File: src/rtl/comp_pkg.sv
// Op-code definitions and the shared next-value/carry function for the
// general-purpose register bank.
package comp_pkg;

    // Widest register the op function supports; narrower values are
    // zero-extended into this width and masked back down.
    localparam int MAX_W = 64;

    localparam logic [2:0] OP_NOP = 3'b000;
    localparam logic [2:0] OP_INC = 3'b001;
    localparam logic [2:0] OP_DEC = 3'b010;
    localparam logic [2:0] OP_SHL = 3'b011;
    localparam logic [2:0] OP_SHR = 3'b100;
    localparam logic [2:0] OP_CLR = 3'b101;
    localparam logic [2:0] OP_CPL = 3'b110;

    typedef struct packed {
        logic [MAX_W-1:0] val;  // next register value (upper bits zero)
        logic             c;    // carry / shift-out produced by the op
        logic             cv;   // op is one that updates carry
    } op_res_t;

    // Compute next value and carry for a w-bit register holding v.
    function automatic op_res_t op_apply(input logic [2:0] op,
                                         input logic [MAX_W-1:0] v,
                                         input int w);
        logic [MAX_W-1:0] mask;
        logic [MAX_W-1:0] msb;
        op_res_t          r;
        mask  = (w >= MAX_W) ? '1 : ((MAX_W'(1) << w) - MAX_W'(1));
        msb   = mask ^ (mask >> 1);
        r.val = v;
        r.c   = 1'b0;
        r.cv  = 1'b0;
        case (op)
            OP_INC: begin
                r.val = (v + MAX_W'(1)) & mask;
                r.c   = (v == mask);
                r.cv  = 1'b1;
            end
            OP_DEC: begin
                r.val = (v - MAX_W'(1)) & mask;
                r.c   = (v == '0);
                r.cv  = 1'b1;
            end
            OP_SHL: begin
                r.val = (v << 1) & mask;
                r.c   = |(v & msb);
                r.cv  = 1'b1;
            end
            OP_SHR: begin
                r.val = v >> 1;
                r.c   = v[0];
                r.cv  = 1'b1;
            end
            OP_CLR: r.val = '0;
            OP_CPL: r.val = ~v & mask;
            default: r.val = v;  // NOP and reserved
        endcase
        return r;
    endfunction

endpackage

File: src/rtl/gp_reg_bank_cell.sv
// One WIDTH-bit register of the bank: bus write port plus in-place op port.
// A write in the same cycle as an op takes priority and suppresses the op.
module gp_reg_cell
    import comp_pkg::*;
#(
    parameter int               WIDTH     = 8,
    parameter logic [WIDTH-1:0] RESET_VAL = '0
) (
    input  logic             CLK,
    input  logic             RESET_N,
    input  logic             we,
    input  logic [WIDTH-1:0] wr_data,
    input  logic             op_en,
    input  logic [2:0]       op,
    output logic [WIDTH-1:0] q,
    output logic             cout,
    output logic             cvld
);

    op_res_t res;

    // Next value and carry strobe; carry is only valid when the op actually executes.
    always_comb begin
        res  = op_apply(op, MAX_W'(q), WIDTH);
        cout = res.c;
        cvld = op_en & ~we & res.cv;
    end

    // Register: write wins over op, otherwise hold.
    always_ff @(posedge CLK or negedge RESET_N) begin
        if (!RESET_N)   q <= RESET_VAL;
        else if (we)    q <= wr_data;
        else if (op_en) q <= res.val[WIDTH-1:0];
    end

endmodule

File: src/rtl/gp_reg_bank.sv
// General-purpose register bank: NUM_REGS cells, registered carry flag,
// combinational read mux with OE gating and a zero flag.
module gp_reg_bank
    import comp_pkg::*;
#(
    parameter int               WIDTH     = 8,
    parameter int               NUM_REGS  = 4,
    parameter logic [WIDTH-1:0] RESET_VAL = '0,
    localparam int              SEL_W     = $clog2(NUM_REGS)
) (
    input  logic             CLK,
    input  logic             RESET_N,
    input  logic [WIDTH-1:0] bus_in,
    input  logic             WE,
    input  logic             load,
    input  logic [SEL_W-1:0] wr_sel,
    input  logic             op_en,
    input  logic [2:0]       op,
    input  logic [SEL_W-1:0] op_sel,
    input  logic             OE,
    input  logic [SEL_W-1:0] rd_sel,
    output logic [WIDTH-1:0] bus_out,
    output logic             zero,
    output logic             carry
);

    logic [NUM_REGS-1:0][WIDTH-1:0] regs;
    logic [NUM_REGS-1:0]            cout;
    logic [NUM_REGS-1:0]            cvld;
    logic                           wr_any;
    logic                           carry_upd;
    logic                           carry_nxt;
    logic [WIDTH-1:0]               rd_val;

    assign wr_any = WE | load;

    // Out-of-range selects match no cell, so writes and ops to them vanish.
    for (genvar i = 0; i < NUM_REGS; i++) begin : g_cell
        gp_reg_cell #(
            .WIDTH    (WIDTH),
            .RESET_VAL(RESET_VAL)
        ) u_cell (
            .CLK    (CLK),
            .RESET_N(RESET_N),
            .we     (wr_any && (wr_sel == SEL_W'(i))),
            .wr_data(bus_in),
            .op_en  (op_en && (op_sel == SEL_W'(i))),
            .op     (op),
            .q      (regs[i]),
            .cout   (cout[i]),
            .cvld   (cvld[i])
        );
    end

    // At most one cell strobes carry per cycle; pick it up.
    always_comb begin
        carry_upd = 1'b0;
        carry_nxt = carry;
        for (int i = 0; i < NUM_REGS; i++) begin
            if (cvld[i]) begin
                carry_upd = 1'b1;
                carry_nxt = cout[i];
            end
        end
    end

    // Carry flag register.
    always_ff @(posedge CLK or negedge RESET_N) begin
        if (!RESET_N)       carry <= 1'b0;
        else if (carry_upd) carry <= carry_nxt;
    end

    // Read mux; an unmatched select reads as zero.
    always_comb begin
        rd_val = '0;
        for (int i = 0; i < NUM_REGS; i++) begin
            if (rd_sel == SEL_W'(i)) rd_val = regs[i];
        end
        bus_out = OE ? rd_val : '0;
        zero    = (rd_val == '0);
    end

endmodule

File: config.mk
export PLATFORM = sky130hd
export DESIGN_NAME = gp_reg_bank
export DESIGN_NICKNAME = d
export VERILOG_FILES = /design/src/rtl/comp_pkg.sv /design/src/rtl/gp_reg_bank_cell.sv /design/src/rtl/gp_reg_bank.sv
export SDC_FILE = /design/constraint.sdc
export NUM_CORES = 1
export LEC_CHECK = 0
export CAP_MARGIN = 20
export CORE_MARGIN = 4
export CORE_UTILIZATION = 30
export DETAILED_ROUTE_END_ITERATION = 12
export HOLD_SLACK_MARGIN = 0.15
export SLEW_MARGIN = 20
export SYNTH_ARGS = -nofsm -noshare
export SYNTH_HDL_FRONTEND = slang
export SYNTH_SLANG_ARGS = --single-unit
export TNS_END_PERCENT = 50
File: constraint.sdc
create_clock -name CLK -period 2.4 [get_ports CLK]
set_input_delay 0.48 -clock CLK [delete_from_list [all_inputs] [get_ports CLK]]
set_output_delay 0.48 -clock CLK [all_outputs]
set_load 0.01 [all_outputs]
# Word level (Yosys, flattened, before mapping)
# Index checks and enable logic that the tools add are counted.
[op_classes]
n_addsub = 8
eq_ne = 19
n_mux = 29
n_bitwise = 17
n_reduce_logical = 30
[op_table]
columns = ["cell", "count"]
rows = [
  ["$pmux W8 S6", 4],
  ["$mux W8", 13],
  ["$logic_not A8 Y1", 5],
  ["$add A8 B1 Y8 const B", 4],
  ["$eq A8 B8 Y1 const B", 4],
  ["$not A8 Y8", 4],
  ["$pmux W2 S4", 4],
  ["$sub A8 B1 Y8 const B", 4],
  ["$reduce_bool A7 Y1", 4],
  ["$eq A2 B2 Y1 const B", 6],
  ["$reduce_and A2 Y1", 5],
  ["$eq A3 B3 Y1 const B", 3],
  ["$and A1 B1 Y1", 8],
  ["$logic_and A1 B1 Y1", 8],
  ["$mux W1", 8],
  ["$reduce_bool A2 Y1", 4],
  ["$eq A2 B1 Y1 const B", 3],
  ["$eq A3 B2 Y1 const B", 2],
  ["$logic_not A2 Y1", 3],
  ["$not A1 Y1", 4],
  ["$reduce_bool A4 Y1", 1],
  ["$eq A3 B1 Y1 const B", 1],
  ["$or A1 B1 Y1", 1],
]
[word_totals]
ff_bits = 33
inputBits = 23
out_inout_bits = 10
wordCells = 108

# Logic depth before layout (Yosys ltp)
[depth]
depth_word = 10
depth_mapped = 13
mapped_depth_nobuf = 10

# Hierarchy
# A second synthesis with hierarchy kept.
[hier_totals]
cells_unflattened = 593
hier_area_um2 = 4600.7
[modules_own_cells]
columns = ["mod", "instances", "cells_per_inst", "area_each_um2", "seq_area_each_um2"]
rows = [
  ["gp_reg_cell", 4, 138, 1048.5, 200.2],
  ["gp_reg_bank", 1, 41, 406.6, 25.0],
]

# Worst setup path after synthesis
# No wires, ideal clock.
[synth_timing]
path_type = "input to register"
startpoint = "input port op[2]"
endpoint = "register g_cell[2].u_cell.q[6]"
setup_ns = 0.083
arrival_time_ns = 2.929
required_ns = 2.317
slack_ns = -0.612
cell_stages = 12
n_path_buf = 3
path_cell_list = "buf_6 > or3b_2 > clkbuf_1 > buf_1 > nand2_1 > nand2_1 > ha_1 > or4b_2 > o21ai_0 > xor2_1 > a21oi_1 > o21ai_0"
[synth_between]
elab_chain_len = 4
elab_cells_between_ends = 11
cone_classes = "eq/ne: 6; mux: 3; reduce/logical: 2"
[synth_lines]
columns = ["element", "line_no", "rtl"]
rows = [
  ["start: declaration", "gp_reg_bank.sv:18", "input logic [2:0] op,"],
  ["$eq A3 B3 Y1, or another cell as far along", "comp_pkg.sv:35", "case (op)"],
  ["$pmux W8 S6", "comp_pkg.sv:35", ""],
  ["$mux W8", "gp_reg_bank_cell.sv:33", "else if (op_en) q <= res.val[WIDTH-1:0];"],
  ["$mux W8", "gp_reg_bank_cell.sv:32", "else if (we) q <= wr_data;"],
  ["end signal: assignment", "gp_reg_bank_cell.sv:32", ""],
  ["end signal: assignment", "gp_reg_bank_cell.sv:33", ""],
  ["end: declaration", "gp_reg_bank_cell.sv:15", "output logic [WIDTH-1:0] q,"],
]
# Parallel ways exist; a longest one is shown, timed or not. The select of a mux whose other input is x is not followed.
# A chain may end at the register's enable or synchronous reset.

# Final worst setup path
[layout_timing]
startpoint = "register g_cell[2].u_cell.q[4]"
endpoint = "output port zero"
[layout_between]
elab_chain_len = 3
[layout_lines]
columns = ["element", "line_no", "rtl"]
rows = [
  ["$mux W8 (2 in a row)", "gp_reg_bank.sv:77", "if (rd_sel == SEL_W'(i)) rd_val = regs[i];"],
  ["$logic_not A8 Y1", "gp_reg_bank.sv:80", "zero = (rd_val == '0);"],
  ["end: declaration", "gp_reg_bank.sv:23", "output logic zero,"],
]
# No other way between the ends.

==> results.py <==
metrics = {
    "synth": {
        "synth-adder-area-share": 0.0128,
        "synth_compound_area_frac": 0.315,
        "synth.net_count": 571,
        "yosysMostFrequentCell": "nor2_1",
        "synthTopCellsByCount": "nor2_1 (65), nand2_1 (55), o21ai_0 (49)",
        "yosys_register_bits": 33,
        "yosysUniqueCellTypes": 63,
        "synthMuxAreaShare": 0.0776,
        "ys_top_cells_by_area": "dfrtp_1 (21%), o21ai_0 (6.3%), nor2_1 (6.3%), nand2_1 (5.3%), a21oi_1 (5.3%)",
        "synthSimpleGateAreaFrac": 0.277,
        "synth_xor_area_frac": 0.0337,
        "avgSynthCellArea_um2": 7.17,
        "ys.flop_type": "dfrtp_1",
        "synth-seq-area-share": 0.212,
        "synth_cells": 544,
        "synth_warnings": 0,
        "synth_top_family_by_area": "compound AO/OA/AOI/OAI gates",
        "yosys.area.top_type": "dfrtp_1",
        "async_flop_share": 1.00,
        "netlist_area_um2": 3900,
        "synth_edf_count": 0,
        "synth_top_area_share": 0.212,
    },
    "timing": {
        "tns_ns": -0.0370,
        "clock_skew_ns": 0.00646,
        "setup_viol": 1,
        "rsz0062_at_grt": "yes",
        "max_slew_margin": 0.407,
        "worst_slack_ns": -0.0370,
        "timing.final.crit_share": 1.02,
        "min_period_ns": 2.44,
        "tightest_slew_ns": 0.889,
        "final_max_slew_viol_count": 0,
        "whs_ns": 0.312,
        "clock.fmax_mhz": 410,
        "finalHoldViolCount": 0,
    },
    "floorplan": {
        "core_um2": 12700,
        "boundaryPins": 33,
        "rows": 41,
        "die_area_um2": 14900,
        "start_util": 0.308,
        "fp.dieH_um": 122,
        "die_w_um": 122,
    },
    "clock_network": {
        "clock_path_buffers": 2,
        "clk_pin_slew_worst_paths_ns": 0.06,
        "cts_root_buffer": "clkbuf_16",
        "cts_tree": "built",
        "cts_max_level": 2,
        "cts.sinks": 33,
        "clkLatencyLatePin_ns": 0.28,
        "holdBufCountCts": 0,
        "cts_made_buffers": 5,
    },
    "global_routing": {
        "grt_most_used_layer": "met2",
        "grt_pass1_wl_mm": 25.1,
        "use_met2": 0.345,
        "antenna_found_initial": 0,
        "grt-ovfl-total": 0,
        "grt_use_met3": 0.0376,
        "first_global_vias": 4478,
        "grt_use_total": 0.216,
        "met1_usage": 0.282,
        "grt_max_degree": 34,
    },
    "setup_path": {
        "worst_path_dominant_cell_family": "simple AND/OR/NAND/NOR gates",
        "cp-end-kind": "primary output",
        "critPathArrivalTime_ns": 1.96,
        "r2r_slack_ns": 0.07,
        "cp.required_ns": 1.92,
        "rr_startpoint": "g_cell[3].u_cell.q[3]$_DFFE_PN0P_",
        "cpPeakStageDelay_ns": 0.52,
        "timing.rr.end": "carry$_DFFE_PN0P_",
        "ff2ff_path_depth": 7,
        "path_class": "reg -> out",
        "cp_slowest_cell": "or4_1",
        "path_buf_inv": 1,
        "path_depth": 4,
        "startpoint_type": "flip-flop",
        "worstPathCellList": "mux4_2, or4_1, nor2_1, buf_2",
        "path_max_fanout": 2,
    },
    "outcome": {
        "violations": "setup timing",
        "status": "complete, but fails checks",
    },
    "routing": {
        "drc": 0,
        "ant_nets": 0,
        "wirelength_mm": 15.9,
        "drtIter0Drc": 427,
        "dr.pass1.iters": 5,
        "via_per_inst": 5.75,
        "wire_per_inst_um": 19.4,
        "via_count": 4712,
    },
    "placement": {
        "post-place-ws_ns": -0.908,
        "hpwl_mm": 12.0,
        "port_buffers": 32,
        "gp_congestion": 0.928,
    },
    "pwr": {
        "power_uw": 2980,
        "leakage_uw": 0.00215,
        "vdd_ir_drop_max_mv": 0.314,
        "power_density_nw_per_um2": 547,
    },
    "cells_and_area": {
        "drive_gt1_frac": 0.279,
        "n_antenna_cell": 0,
        "nets": 675,
        "nFillCells": 1284,
        "fin_util": 0.429,
        "syn2layout_area_growth_pct": 39.5,
    },
    "min_path": {
        "hp-class": "in -> async",
    },
    "flow_run": {
        "maxCapViolCount": 0,
    },
}
[stage by stage]
stage               instance area, um^2  std cells
floorplan                          3980        544
global placement                   5160        805
detailed placement                 5160        805
CTS                                5340        817
global route                       5440        820
finish                             5440        820
[repair_timing]
item / 4_1_cts / 5_1_grt
setup buffers: 5 / 4
pin swaps: 9 / 12
setup endpoints to repair: 41 / 14
hold endpoints to repair: 0 / 0
resized for setup: 23 / 20
[power by group]
| part | switching [uW] | leakage (uW) | internal (uW) | total [uW] |
|---|---|---|---|---|
| clock | 257 | 0.0000700 | 408 | 665 |
| combinational | 815 | 0.00169 | 723 | 1540 |
| sequential | 110 | 0.000382 | 662 | 772 |
[kinds of logic after synthesis]
group,after synthesis
buffers and inverters,70
AND/OR/NAND/NOR,216
flip-flops,33
adder cells (fa/ha/maj),4
XOR/XNOR,15
AO/OA/AOI/OAI,186
multiplexers,20
[worst register-to-register path, delay by kind of cell (launching register included)]
family / cells / cell delay (ns)
buffers and inverters: 1 / 0.12
flip-flops: 1 / 0.38
AND/OR/NAND/NOR: 4 / 1.43
AO/OA/AOI/OAI: 2 / 0.30
[per-layer routing]
layer  part of all wire  wire length, um
met1               0.42             6590
met2               0.47             7430
met3              0.069             1100
met4              0.047              747
met5                  0                0
[state kept, by name (all words and copies together) (netlist names)]
name / count
carry: 1
g_cell.u_cell.q: 32
[area by class of cell]
class                           instances  area (um^2)  area share
Clock buffer                            7          143      0.0262
Inverter                               11         41.3     0.00759
Multi-Input combinational cell        441         2930       0.539
Sequential cell                        33          826       0.152
Tap cell                              172          215      0.0396
Timing Repair Buffer                  156         1280       0.236
[cells in the final DEF, fill, tap and decap left out, types with 5 or more instances in the layout]
cell type        netlist  layout
mux4_2                 8       8
nor3b_1                5       5
a22o_1                 6       6
clkbuf_16              0       5
nor2b_1                6       6
dfrtp_1               33      33
and2_1                11      11
nor3_1                 6       6
or3_1                  6       6
a211oi_1              14      14
nand2_1               55      53
inv_1                 11      11
clkdlybuf4s50_1        0      25
buf_4                  0     120
nand3_1               15      15
xnor2_1               13      12
and3_1                 8       8
nor2_1                65      65
a22oi_1               16      16
o21ai_0               49      43
nor4_1                 8       5
nand4_1                7       7
a221oi_1               9       5
o31ai_1                8       8
a31oi_1                7       6
a21oi_1               41      41
mux2i_1               10       9
[worst max-delay path by stage]
stage / from / to / slack, ns
after floorplan: op[2] / g_cell[3].u_cell.q[6]$_DFFE_PN0P_ / -0.18
after global placement: rd_sel[0] / zero / -0.93
after detailed placement: rd_sel[0] / zero / -0.91
after CTS: op[2] / g_cell[1].u_cell.q[6]$_DFFE_PN0P_ / -0.07
after global routing: op[2] / g_cell[1].u_cell.q[6]$_DFFE_PN0P_ / -0.08
final: g_cell[2].u_cell.q[4]$_DFFE_PN0P_ / zero / -0.04
No activity file was read; power rests on OpenSTA's default activity.
